<file path="src/rtl/bit_serial_adder_pkg.sv">
// Shared definitions for the bit-serial adder: default width, FSM states and
// the helper that sizes the bit counter.
package bit_serial_adder_pkg;

    // Default operand / sum width in bits (legal range 2..32).
    localparam int DEF_WIDTH = 8;

    // Counter width for the default configuration: $clog2(WIDTH).
    localparam int DEF_CNT_W = $clog2(DEF_WIDTH);

    // Sequencer states: waiting for a request, or shifting bits through the cell.
    typedef enum logic {
        IDLE = 1'b0,
        RUN  = 1'b1
    } state_t;

    // Bit-counter width for an arbitrary WIDTH; never narrower than one bit.
    function automatic int cnt_width(input int width);
        return (width < 2) ? 1 : $clog2(width);
    endfunction

endpackage

</file>
<file path="src/rtl/bit_serial_adder_fa_cell.sv">
// Single-bit gate-level full adder. Purely combinational; the surrounding
// sequencer registers its carry back into cin.
module fa_cell (
    input  logic a,
    input  logic b,
    input  logic cin,
    output logic sum,
    output logic carry
);

    logic ab_xor;
    logic ab_and;
    logic prop_and;

    // Classic two half-adder structure built from xor/and/or gates.
    xor g_x1 (ab_xor, a, b);
    xor g_x2 (sum, ab_xor, cin);
    and g_a1 (ab_and, a, b);
    and g_a2 (prop_and, ab_xor, cin);
    or  g_o1 (carry, ab_and, prop_and);

endmodule

</file>
<file path="src/rtl/bit_serial_adder.sv">
// Bit-serial WIDTH-bit adder. Operands are captured on an accepted start,
// then one bit pair per clock (LSB first) is fed through a single full-adder
// cell with its carry registered back. After WIDTH bits the result and
// carry-out are published together with a one-cycle done pulse.
module bit_serial_adder
    import bit_serial_adder_pkg::*;
#(
    parameter int WIDTH = DEF_WIDTH
) (
    input  logic             clk,
    input  logic             rst_n,
    input  logic             start,
    input  logic [WIDTH-1:0] a_in,
    input  logic [WIDTH-1:0] b_in,
    input  logic             cin_in,
    output logic             busy,
    output logic             done,
    output logic [WIDTH-1:0] sum_out,
    output logic             cout_out
);

    localparam int CNT_W = cnt_width(WIDTH);
    localparam logic [CNT_W-1:0] LAST_CNT = CNT_W'(WIDTH - 1);

    state_t           state;
    state_t           next_state;

    logic [WIDTH-1:0] a_sr;
    logic [WIDTH-1:0] b_sr;
    logic [WIDTH-1:0] sum_sr;
    logic             carry_q;
    logic [CNT_W-1:0] cnt;

    logic             cell_sum;
    logic             cell_carry;
    logic             last_bit;

    // The one shared full-adder cell, fed from the operand LSBs and the
    // registered carry.
    fa_cell u_fa_cell (
        .a     (a_sr[0]),
        .b     (b_sr[0]),
        .cin   (carry_q),
        .sum   (cell_sum),
        .carry (cell_carry)
    );

    assign last_bit = (cnt == LAST_CNT);

    // busy is a decode of the state flop, so it is registered too.
    assign busy = (state == RUN);

    // State register.
    always_ff @(posedge clk or negedge rst_n) begin
        // NOTE: sequential state is updated with <= so every flop samples
        // pre-edge values, independent of statement order.
        if (!rst_n) begin
            state <= IDLE;
        end else begin
            state <= next_state;
        end
    end

    // Next-state logic: accept a request in IDLE, return after the last bit.
    always_comb begin
        // NOTE: default first, so no path leaves next_state unassigned and
        // no latch is inferred.
        next_state = state;
        case (state)
            IDLE:    if (start)    next_state = RUN;
            RUN:     if (last_bit) next_state = IDLE;
            default:               next_state = IDLE;
        endcase
    end

    // Datapath: operand load, per-bit shifting and result publication.
    always_ff @(posedge clk or negedge rst_n) begin
        // NOTE: every datapath register is plain flops (no RAM), so all of
        // them are cleared by the async reset, which also drops any
        // addition in flight without a done pulse.
        if (!rst_n) begin
            a_sr     <= '0;
            b_sr     <= '0;
            sum_sr   <= '0;
            carry_q  <= 1'b0;
            cnt      <= '0;
            done     <= 1'b0;
            sum_out  <= '0;
            cout_out <= 1'b0;
        end else begin
            done <= 1'b0;
            case (state)
                IDLE: begin
                    if (start) begin
                        a_sr    <= a_in;
                        b_sr    <= b_in;
                        carry_q <= cin_in;
                        cnt     <= '0;
                    end
                end
                RUN: begin
                    sum_sr  <= {cell_sum, sum_sr[WIDTH-1:1]};
                    carry_q <= cell_carry;
                    a_sr    <= {1'b0, a_sr[WIDTH-1:1]};
                    b_sr    <= {1'b0, b_sr[WIDTH-1:1]};
                    cnt     <= cnt + 1'b1;
                    if (last_bit) begin
                        sum_out  <= {cell_sum, sum_sr[WIDTH-1:1]};
                        cout_out <= cell_carry;
                        done     <= 1'b1;
                    end
                end
                default: ;
            endcase
        end
    end

endmodule
</file>
<file path="config.mk">
export PLATFORM = sky130hd
export DESIGN_NAME = bit_serial_adder
export DESIGN_NICKNAME = d
export VERILOG_FILES = /design/src/rtl/bit_serial_adder_pkg.sv /design/src/rtl/bit_serial_adder_fa_cell.sv /design/src/rtl/bit_serial_adder.sv
export SDC_FILE = /design/constraint.sdc
export NUM_CORES = 1
export LEC_CHECK = 0
export BUFFER_PORTS_ARGS = -buffer_cell sky130_fd_sc_hd__buf_2
export CORE_ASPECT_RATIO = 1.25
export CORE_UTILIZATION = 48
export CTS_CLUSTER_SIZE = 20
export DETAILED_ROUTE_END_ITERATION = 8
export GPL_ROUTABILITY_DRIVEN = 0
export PLACE_DENSITY = 0.72
export SLEW_MARGIN = 10
export SYNTH_ARGS = -nofsm -noshare
export SYNTH_HDL_FRONTEND = slang
export SYNTH_HIERARCHICAL = 1
export SYNTH_SLANG_ARGS = --single-unit
</file>
<file path="constraint.sdc">
create_clock -name clk -period 3.75 [get_ports clk]
set_input_delay 0.9375 -clock clk [delete_from_list [all_inputs] [get_ports clk]]
set_output_delay 0.9375 -clock clk [all_outputs]
set_load 0.02 [all_outputs]
</file>
=== After elaboration in Yosys (flattened, before gate mapping) ===
Index checks and enable logic that the tools add are counted.

* Bits in registers: 39
* Bits of input ports: 20
* Output and inout port bits: 11
* Word-level logic and storage cells: 32

* Add/subtract/negate cells: 1
* Eq/ne operators: 2
* Multiplexer cells: 13
* Bitwise operators: 6
* Reduce and logical (&&, ||, !) cells: 1

{| class="wikitable"
|+ Operators by type and width
! cell !! number
|-
| $pmux W8 S2 || 2
|-
| $mux W8 || 2
|-
| $pmux W3 S2 || 1
|-
| $mux W1 || 5
|-
| $pmux W1 S2 || 2
|-
| $add A3 B1 Y3 const B || 1
|-
| $eq A3 B3 Y1 const B || 1
|-
| $mux W3 || 1
|-
| $and A1 B1 Y1 || 2
|-
| $ne A2 B2 Y1 const B || 1
|-
| $reduce_and A2 Y1 || 1
|-
| $xor A1 B1 Y1 || 2
|-
| $not A1 Y1 || 1
|-
| $or A1 B1 Y1 || 1
|}

=== Logic depth before layout (Yosys ltp) ===
Gate-level depths: netlist (run 1).

* Depth in word-level cells: 4
* Depth in mapped cells: 4
* Gate-level depth less buffers: 4

=== Cells and area by module ===
The synthesis (run 1) kept the hierarchy.

{| class="wikitable"
|+ Modules (own cells, without submodules)
! module !! instances !! cells an instance !! area an instance (um^2) !! seq. area each (um^2)
|-
| bit_serial_adder || 1 || 121 || 1645.3 || 950.9
|-
| fa_cell || 1 || 1 || 20.0 || 0.0
|}

=== Worst setup path after synthesis (run 1) ===
Ideal clock, no wire load.

* Path type: input to register
* From: in start
* To: reg a_sr[0]
* Setup time: 127 ps
* Data arrival time: 1302 ps
* Required time: 3623 ps
* Path slack: 2320 ps
* Cell stages on the path: 3
* Path buffers: 1
* Cell sequence: buf_6 > mux2i_1 > o21ai_0

* Longest elaborated chain between the ends: 1

{| class="wikitable"
|+ RTL lines
! item !! line !! text
|-
| from (decl) || bit_serial_adder.sv:12 || <nowiki>input logic start,</nowiki>
|-
| $ne A2 B2 Y1 (no line) || - ||
|-
| to (signal assigned) || bit_serial_adder.sv:95 || <nowiki>a_sr <= a_in;</nowiki>
|-
| to (signal assigned) || bit_serial_adder.sv:104 || <nowiki>a_sr <= {1'b0, a_sr[WIDTH-1:1]};</nowiki>
|-
| to (decl) || bit_serial_adder.sv:28 || <nowiki>logic [WIDTH-1:0] a_sr;</nowiki>
|}

No other way between the ends.
A chain may end at the register's enable or synchronous reset.

=== Worst setup path after layout (run 1) ===
* From: reg sum_out[7]
* To: out sum_out[7]

{| class="wikitable"
|+ RTL lines
! item !! line !! text
|-
| from (decl) || bit_serial_adder.sv:18 || <nowiki>output logic [WIDTH-1:0] sum_out,</nowiki>
|-
| from (signal assigned) || bit_serial_adder.sv:108 || <nowiki>sum_out <= {cell_sum, sum_sr[WIDTH-1:1]};</nowiki>
|}

No word-level cell between the ends.

==> run metrics, run 1 <==
status completed; Final Cycle Share 0.4721; CP endpoint kind output pin; Final Non-Filler Cells 190; Pre-antenna DRT Iters 4; Final Hold Viols 0; CP max FO 2; Synth Instances 122; Area Overhead vs Synth 13.22%; Die H 67.86 um; fin util 0.5798; Post-CTS Resized 0; starting density of the core 0.5121; # diodes 0; Die ar. 3711 um^2; commonest non-fill, non-tap cell in the layout dfrtp_1; Hold Crit Class flop to flop; die width 54.69 um; synth unique cells 16; IO Pins 31; VDD IR-drop max 446.1 uV; WL/cell 13.96 um; CTS Sinks 38; vias in the first global route 1055; CORE AREA 3252 um^2; initial antenna violation count 0; Seq cells post-synth 38; max-cap violations 0; Critical Path Source Type flop; min cycle time layout 1771 ps; slowest stage delay, CP 390 ps; maximum operating frequency 564.8 MHz; synthesized net count 145; fraction of power consumed by sequential logic 0.451; design internal power 1.012 mW; Final Setup Violations 0; H-tree depth 2; slew margin rel. 0.4615; Synth Area per Inst 13.65 um^2; HPWL Detailed 1776 um; clk_skew 2.579 ps; post-cts hold buffer count 0; Clock Latency Late Sink 280 ps; Comb pwr share 0.383; GRT Residual Overflow 0; r2r setup slk 2290 ps; Register-to-Register Path Depth 4; CP delay by family, top flip-flops; RSZ-0062 raised after global routing no; CTS tree done; Net Sw Frac 0.3395; hold slack 490.5 ps; routed vias 1005; Reg clk slew, reported paths 70 ps; worst-path cell chain buf_2; Worst R2R Start cnt[0]; CP required 2810 ps; wirelength, routed 2652 um; CTS Buffer Depth 2; Bufs and invs on worst path 1; Slew Limit Fails 0; Final Net Count 176; # rows 23; Total GRT Usage 0.1832; first-pass GRT wire length 4616 um; # Post-CTS Setup Buffers 0; DR iter-0 viols 20; Vias/cell 5.289; Worst path slowest cell dfrtp_1; hold depth 2; Hold Crit Start a_sr[1]; worst r2r dst sum_out[6]; CTS root buffer clkbuf_8; Pwr per Cell Area 812.5 nW/um^2; Final ANT Viol Nets 0; setup_tns 0 ps; port buffer count 30; Setup Crit Path Kind flop to output pin; FILL cells 274; switching power 520.1 uW; Num CTS Buffers 5; Mapped Area 1665 um^2; sequential element share of the synthesized area 0.5710; residual DRC count 0; worst slew pin tran 807.7 ps; Syn. warnings 6; share of layout cells above drive strength 1 0.3464; largest net degree at the start of global routing 46; P_leak 0.9999 nW; Placed Cells 183; clock network power share 0.166; commonest non-fill, non-tap cells in the layout dfrtp_1 (38), buf_2 (30), mux2i_1 (19); WHS Endpoint a_sr[0]; crit path DAT 830 ps
## flip-flops by register name, indices dropped and copies added, names as in the netlist
name      cells
done          1
cout_out      1
b_sr          8
sum_out       8
cnt           3
a_sr          8
carry_q       1
busy          1
sum_sr        7
## stage by stage
step	instance area [um^2]	setup slack [ps]	power [mW]
floorplan	1665	2320	1.160
global placement	1809	1915	1.256
CTS	1886	1963	1.557
global route	1886	1935	1.652
finish	1886	1979	1.532
detailed placement	1809	1871	1.290
## logic make-up after synthesis
kind of cell    Yosys count  synth area share
buf+inv                   9           0.04057
flops                    38            0.5710
compound gates           17           0.05560
fa+ha+maj                 3           0.02705
simple gates             20           0.05635
mux                      35            0.2494
## worst max-delay path by stage
stage / cells after the start / slack, ps / to / startpoint
2_1_floorplan: 3 / 2320 / a_sr[0] / start
3_3_place_gp: 3 / 1920 / b_sr[4] / start
3_5_place_dp: 3 / 1870 / a_sr[1] / start
4_1_cts: 1 / 1960 / sum_out[7] / sum_out[7]
5_1_grt: 1 / 1930 / sum_out[4] / sum_out[4]
6_report: 1 / 1980 / sum_out[7] / sum_out[7]
## synthesized netlist by cell type, drive strengths merged
master  number  share of area
dfrtp       38           0.57
mux2i       19           0.11
mux2        16           0.14
nand2       16          0.046
o21ai       15          0.045
buf          6          0.033
nor2         3         0.0068
a22o         2          0.011
ha           2          0.015
inv          2         0.0045
clkbuf       1         0.0030
fa           1          0.012
nand2b       1         0.0038
## layout make-up
cell class	count	area, um^2	area share
clock buffer	7	76.32	0.04048
inverter	2	7.507	0.003981
multi-input combinational	75	646.9	0.3431
sequential	38	950.9	0.5043
tap	37	46.29	0.02455
timing repair buffer	31	157.7	0.08361
## power groups by stage
stage	registers (mW)	logic [mW]	clock network, mW
2_1_floorplan	0.736	0.424	0
3_3_place_gp	0.689	0.567	0
3_5_place_dp	0.700	0.590	0
4_1_cts	0.694	0.597	0.266
5_1_grt	0.719	0.649	0.285
6_report	0.691	0.587	0.255
## per-layer routing
| metal | global-route usage | routed length (um) |
|---|---|---|
| met5 | 0 | 0 |
| met4 | 0.09615 | 61 |
| met3 | 0.07333 | 151 |
| met2 | 0.3042 | 1295 |
| met1 | 0.1936 | 1144 |
Note: power is estimated with default switching activity, not from simulation.
==> run 2, diff against run 1 <==
- PLACE_DENSITY: 0.72 -> 0.74
- clock period: 3.75 -> 1.6 ns (I/O delays scaled with it)
==> run 2 against run 1 <==
Register-to-register slack worse by 2100 ps. Largest power group unchanged. Combinational power up 130%. Non-clock buffer count up 3. Power up 130%. Global-route usage down 0.65 points. Setup slack worse by 1800 ps. Die area unchanged. Clock power up 130%. First-iteration DRC count down 35%. Critical path depth up 3. Routed wire length down 4.2%. Via count down 2.5%.
==> run metrics, run 2 (synthesized netlist as in run 1, its figures left out) <==
vias in the first global route 997 (was 1055); CTS tree done (unchanged); CP required 1760 ps (was 2810 ps); WL/cell 13.16 um (was 13.96 um); worst-path cell chain ha_1, ha_1, nand2_8, mux2_4 (was buf_2); clk_skew 6.412 ps (was 2.579 ps); Critical Path Source Type flop (unchanged); Final Non-Filler Cells 193 (was 190); # diodes 0 (unchanged); P_leak 1.023 nW (was 0.9999 nW); Reg clk slew, reported paths 70 ps (about the same); FILL cells 257 (was 274); CP max FO 10 (was 2); Final Cycle Share 0.8998; RSZ-0062 raised after global routing no (unchanged); share of layout cells above drive strength 1 0.3590 (was 0.3464); Die ar. 3711 um^2 (unchanged); hold slack 56.52 ps (was 490.5 ps); slew margin rel. 0.7056 (was 0.4615); status completed (unchanged); PnR worst setup slack 160.3 ps (was 1979 ps); commonest non-fill, non-tap cell in the layout dfrtp_1 (unchanged); crit path DAT 1600 ps (was 830 ps); Post-CTS Resized 0 (unchanged); largest net degree at the start of global routing 38 (was 46); DR iter-0 viols 13 (was 20); CORE AREA 3252 um^2 (unchanged); final instance area 1933 um^2 (was 1886 um^2); CTS Sinks 38 (unchanged); wirelength, routed 2540 um (was 2652 um); Worst path slowest cell dfrtp_1 (unchanged); dpl cell area 1857 um^2 (was 1809 um^2); CP delay by family, top adder cells (was flip-flops); Setup Crit Path Kind flop to flop (was flop to output pin); Tot Pwr 3.600 mW (was 1.532 mW); HPWL Detailed 1905 um (was 1776 um); CTS Buffer Depth 2 (unchanged); # rows 23 (unchanged); Clock Latency Late Sink 280 ps (about the same); starting density of the core 0.5121 (unchanged); maximum operating frequency 694.6 MHz; post-cts hold buffer count 0 (unchanged); Total GRT Usage 0.1766 (was 0.1832); die width 54.69 um (unchanged); max-cap violations 0 (unchanged); min cycle time layout 1440 ps; H-tree depth 2 (unchanged); Final Hold Viols 0 (unchanged); VDD IR-drop max 1224 uV (was 446.1 uV); Pwr per Cell Area 1862 nW/um^2 (was 812.5 nW/um^2); Final ANT Viol Nets 0 (unchanged); routed vias 980 (was 1005); Final Setup Violations 0 (unchanged); Placed Cells 186 (was 183); IO Pins 31 (unchanged); GRT Residual Overflow 0 (unchanged); commonest non-fill, non-tap cells in the layout dfrtp_1 (38), buf_2 (30), mux2i_1 (19) (unchanged); initial antenna violation count 0 (unchanged); Bufs and invs on worst path 0 (was 1); fin util 0.5945 (was 0.5798); most frequent CP cell ha_1; port buffer count 30 (unchanged); first-pass GRT wire length 4540 um (was 4616 um); Vias/cell 5.078 (was 5.289); Num CTS Buffers 5 (unchanged); Area Overhead vs Synth 16.08% (was 13.22%); Pre-antenna DRT Iters 4 (unchanged); worst slack, placed 152.0 ps (was 1871 ps); # Post-CTS Setup Buffers 0 (unchanged); Hold Crit Class primary input to async pin (was flop to flop); worst slew pin tran 441.7 ps (was 807.7 ps); Die H 67.86 um (unchanged); CP endpoint kind flop (was output pin); Slew Limit Fails 0 (unchanged); slowest stage delay, CP 400 ps (was 390 ps); residual DRC count 0 (unchanged); setup_tns 0 ps (unchanged); Final Net Count 179 (was 176); CTS root buffer clkbuf_8 (unchanged); Largest regs a_sr (8), b_sr (8), sum_out (8) (unchanged)
## run 2: cell types whose count changed in the layout (fill, tap and decap cells not counted), sizes merged
cell  delta
buf      +3
## run 2: cell type report
cell class / count / area, um^2 / share of cell area
repair buffers: 34 / 205.2 / 0.1061
well taps: 37 / 46.29 / 0.02395
clock buffers: 7 / 76.32 / 0.03948
inverters: 2 / 7.507 / 0.003884
flip-flops and latches: 38 / 950.9 / 0.4919
multi-input cells: 75 / 646.9 / 0.3346
## run 2: power by group
| group | switching (mW) | leakage [nW] | internal, mW | total (mW) |
|---|---|---|---|---|
| clock network | 0.292 | 0.0383 | 0.300 | 0.592 |
| registers | 0.265 | 0.488 | 1.37 | 1.64 |
| logic | 0.651 | 0.497 | 0.719 | 1.37 |
| total | 1.21 | 1.02 | 2.39 | 3.60 |
## run 2: metal layers
| layer | vias up | routed length (um) | GRT usage |
|---|---|---|---|
| met5 | - | 0 | 0 |
| met4 | 0 | 19 | 0.05769 |
| met3 | 2 | 160 | 0.08667 |
| met2 | 29 | 1266 | 0.2741 |
| met1 | 466 | 1094 | 0.2108 |
| li1 | 483 | - | - |
## run 2: final timing paths
kind	start	slack, ps	depth (start not counted)	end
worst min-delay path	rst_n	60	1	b_sr[0]
worst max-delay path	cnt[0]	160	4	sum_out[0]
min in group clk	a_in[7]	360	3	a_sr[7]
worst min register to register	a_sr[7]	490	2	a_sr[6]
max in group asynchronous	rst_n	1090	2	busy
worst max register to register	cnt[0]	160	4	sum_out[0]
==> run 3, diff against run 2 <==
--- a/config.mk
+++ b/config.mk
@@ -7,4 +7,4 @@
 export LEC_CHECK = 0
+export ABC_AREA = 1
 export BUFFER_PORTS_ARGS = -buffer_cell sky130_fd_sc_hd__buf_2
-export CORE_ASPECT_RATIO = 1.25
 export CORE_UTILIZATION = 48
--- a/constraint.sdc
+++ b/constraint.sdc
@@ -3,2 +3,2 @@
 set_output_delay 0.4 -clock clk [all_outputs]
-set_load 0.02 [all_outputs]
+set_load 0.05 [all_outputs]
==> run 3 against run 2 <==
Clock skew is essentially flat. Sequential cell count is the same. Fmax shrank 6.4%. Synthesized area shrank 1.7%. Critical path depth shrank 3. Largest power group unchanged. Final area shrank 4.7%. Synthesized cell count grew 40%. Critical endpoint is now busy.
==> run metrics, run 3 <==
Largest regs a_sr (8), b_sr (8), sum_out (8) (unchanged); HPWL Detailed 1975 um (was 1905 um); Clock Latency Late Sink 340 ps (was 280 ps); Num CTS Buffers 5 (unchanged); die width 60.39 um (was 54.69 um); IO Pins 31 (unchanged); Slew Limit Fails 0 (unchanged); Syn. warnings 6 (unchanged); CTS root buffer clkbuf_4 (was clkbuf_8); Final Net Count 226 (was 179); WL/cell 11.52 um (was 13.16 um); FFs w/ async S/R, synth 1.000 (unchanged); multi-input logic area 561.8 um^2 (was 646.9 um^2); PnR worst setup slack 61.18 ps (was 160.3 ps); CP endpoint kind output pin (was flop); wirelength, routed 2834 um (was 2540 um); Final ANT Viol Nets 0 (unchanged); Total GRT Usage 0.1904 (was 0.1766); P_leak 0.9733 nW (was 1.023 nW); CTS Sinks 38 (unchanged); Seq cells post-synth 38 (unchanged); Die H 60.39 um (was 67.86 um); CTS tree done (unchanged); CP delay by family, top flip-flops (was adder cells); Die ar. 3647 um^2 (was 3711 um^2); Reg clk slew, reported paths 100 ps (was 70 ps); main flop type after synthesis dfrtp_1 (unchanged); Pwr per Cell Area 1921 nW/um^2 (was 1862 nW/um^2); Area Overhead vs Synth 12.61% (was 16.08%); initial antenna violation count 0 (unchanged); synth unique cells 14 (was 16); Final Cycle Share 0.9618 (was 0.8998); max-cap violations 0 (unchanged); GRT Residual Overflow 0 (unchanged); min cycle time layout 1539 ps (was 1440 ps); Mapped Area 1637 um^2 (was 1665 um^2); residual DRC count 0 (unchanged); Area contributors post-synth dfrtp_1 (58%), nand2_1 (14%), nand3_1 (9.8%) (was dfrtp_1 (57%), mux2i_1 (11%), mux2_4 (11%)); # Post-CTS Setup Buffers 0 (unchanged); final instance area 1843 um^2 (was 1933 um^2); Post-CTS Resized 0 (unchanged); # rows 20 (was 23); share of layout cells above drive strength 1 0.2525 (was 0.3590); worst-path cell chain buf_2 (was ha_1, ha_1, nand2_8, mux2_4); Placed Cells 240 (was 186); largest net degree at the start of global routing 39 (was 38); worst slew pin tran 459.0 ps (was 441.7 ps); # diodes 0 (unchanged); synthesized net count 194 (was 145); routed vias 1220 (was 980); status completed (unchanged); RSZ-0062 raised after global routing no (unchanged); crit path DAT 1140 ps (was 1600 ps); DR iter-0 viols 38 (was 13); slew margin rel. 0.6933 (was 0.7056); VDD IR-drop max 776.5 uV (was 1224 uV); Hold Crit Class primary input to async pin (unchanged); dpl cell area 1792 um^2 (was 1857 um^2); vias in the first global route 1208 (was 997); Setup Crit Path Kind flop to output pin (was flop to flop); Worst path slowest cell dfrtp_1 (unchanged); Critical Path Source Type flop (unchanged); most frequent cell after synthesis nand2_1 (was dfrtp_1); post-cts hold buffer count 0 (unchanged); Synth Area per Inst 9.571 um^2 (was 13.65 um^2); dominant cell type by area after synthesis dfrtp_1 (unchanged); maximum operating frequency 649.8 MHz (was 694.6 MHz); Final Setup Violations 0 (unchanged); Synth Instances 171 (was 122); setup_tns 0 ps (unchanged); Final Hold Viols 0 (unchanged); CORE AREA 3153 um^2 (was 3252 um^2); FILL cells 311 (was 257); starting density of the core 0.5190 (was 0.5121); slowest stage delay, CP 490 ps (was 400 ps); port buffer count 30 (unchanged); commonest non-fill, non-tap cells in the layout nand2_1 (61), dfrtp_1 (38), nand3_1 (32) (was dfrtp_1 (38), buf_2 (30), mux2i_1 (19)); first-pass GRT wire length 5043 um (was 4540 um); Final Non-Filler Cells 246 (was 193); Post-synth EDFFs 0 (unchanged); sequential element share of the synthesized area 0.5810 (was 0.5710); worst slack, placed 261.7 ps (was 152.0 ps); CTS Buffer Depth 2 (unchanged); H-tree depth 2 (unchanged); CP max FO 5 (was 10); Bufs and invs on worst path 1 (was 0); post-synth top area share 0.5810 (was 0.5710); commonest non-fill, non-tap cell in the layout nand2_1 (was dfrtp_1); Pre-antenna DRT Iters 4 (unchanged); synth cell count leaders nand2_1 (61), dfrtp_1 (38), nand3_1 (32) (was dfrtp_1 (38), mux2i_1 (19), nand2_1 (15), o21ai_0 (15), mux2_4 (12)); clk_skew 6.317 ps (was 6.412 ps); sequential cell area 950.9 um^2 (unchanged); CP required 1200 ps (was 1760 ps); Vias/cell 4.959 (was 5.078)
==> run 3: changes by cell type in the layout (fill, tap and decap cells not counted), sizes merged <==
cell    before  now
nand2       16   62
inv          2    9
nand3        0   32
buf         34   35
a22o         2    0
clkbuf       7    6
nor2         3    2
mux2i       19    0
nand2b       1    0
mux2        16    0
==> run 3: cell families after synthesis <==
logic type | synth area share
and+or+nand+nor | 0.2538
AOI/OAI and AO/OA | 0.06193
DFF | 0.5810
adders and majority gates | 0.02752
buffers and inverters | 0.07569
==> run 3: final timing paths <==
path	start	to	slack (ps)	depth (start not counted)
worst min register to register	a_sr[7]	a_sr[7]	480	2
min in group clk	a_in[7]	a_sr[7]	290	3
worst max-delay path	busy	busy	60	1
worst min-delay path	rst_n	cout_out	80	2
max in group asynchronous	rst_n	b_sr[3]	1190	2
worst max register to register	cnt[0]	cout_out	270	6
==> run 3: report_power, final <==
group,total [mW],leakage [nW],switching [mW],internal [mW]
Clock,0.480,0.0302,0.282,0.198
Combinational,1.51,0.449,1.05,0.459
Sequential,1.56,0.494,0.214,1.34
==> run 3: final cells by class <==
cell class / count / share of cell area
well taps: 44 / 0.02987
inverters: 9 / 0.01969
flip-flops and latches: 38 / 0.5160
clock buffers: 6 / 0.02783
multi-input cells: 114 / 0.3048
repair buffers: 35 / 0.1018
==> run 3: per-stage QoR <==
step             util  power [mW]  hold WS [ps]
2_1_floorplan       -       2.789         104.4
3_3_place_gp   0.5683       3.036         455.1
3_5_place_dp   0.5683       3.095         459.6
4_1_cts        0.5845       3.578         86.92
5_1_grt        0.5845       3.828         119.9
6_report       0.5845       3.541         81.13
==> run 3: per-layer routing <==
layer,vias up,GRT usage,share of wire
li1,611,-,-
met1,574,0.2118,0.46
met2,28,0.3391,0.48
met3,7,0.06183,0.051
met4,0,0.06977,0.017
met5,-,0,0
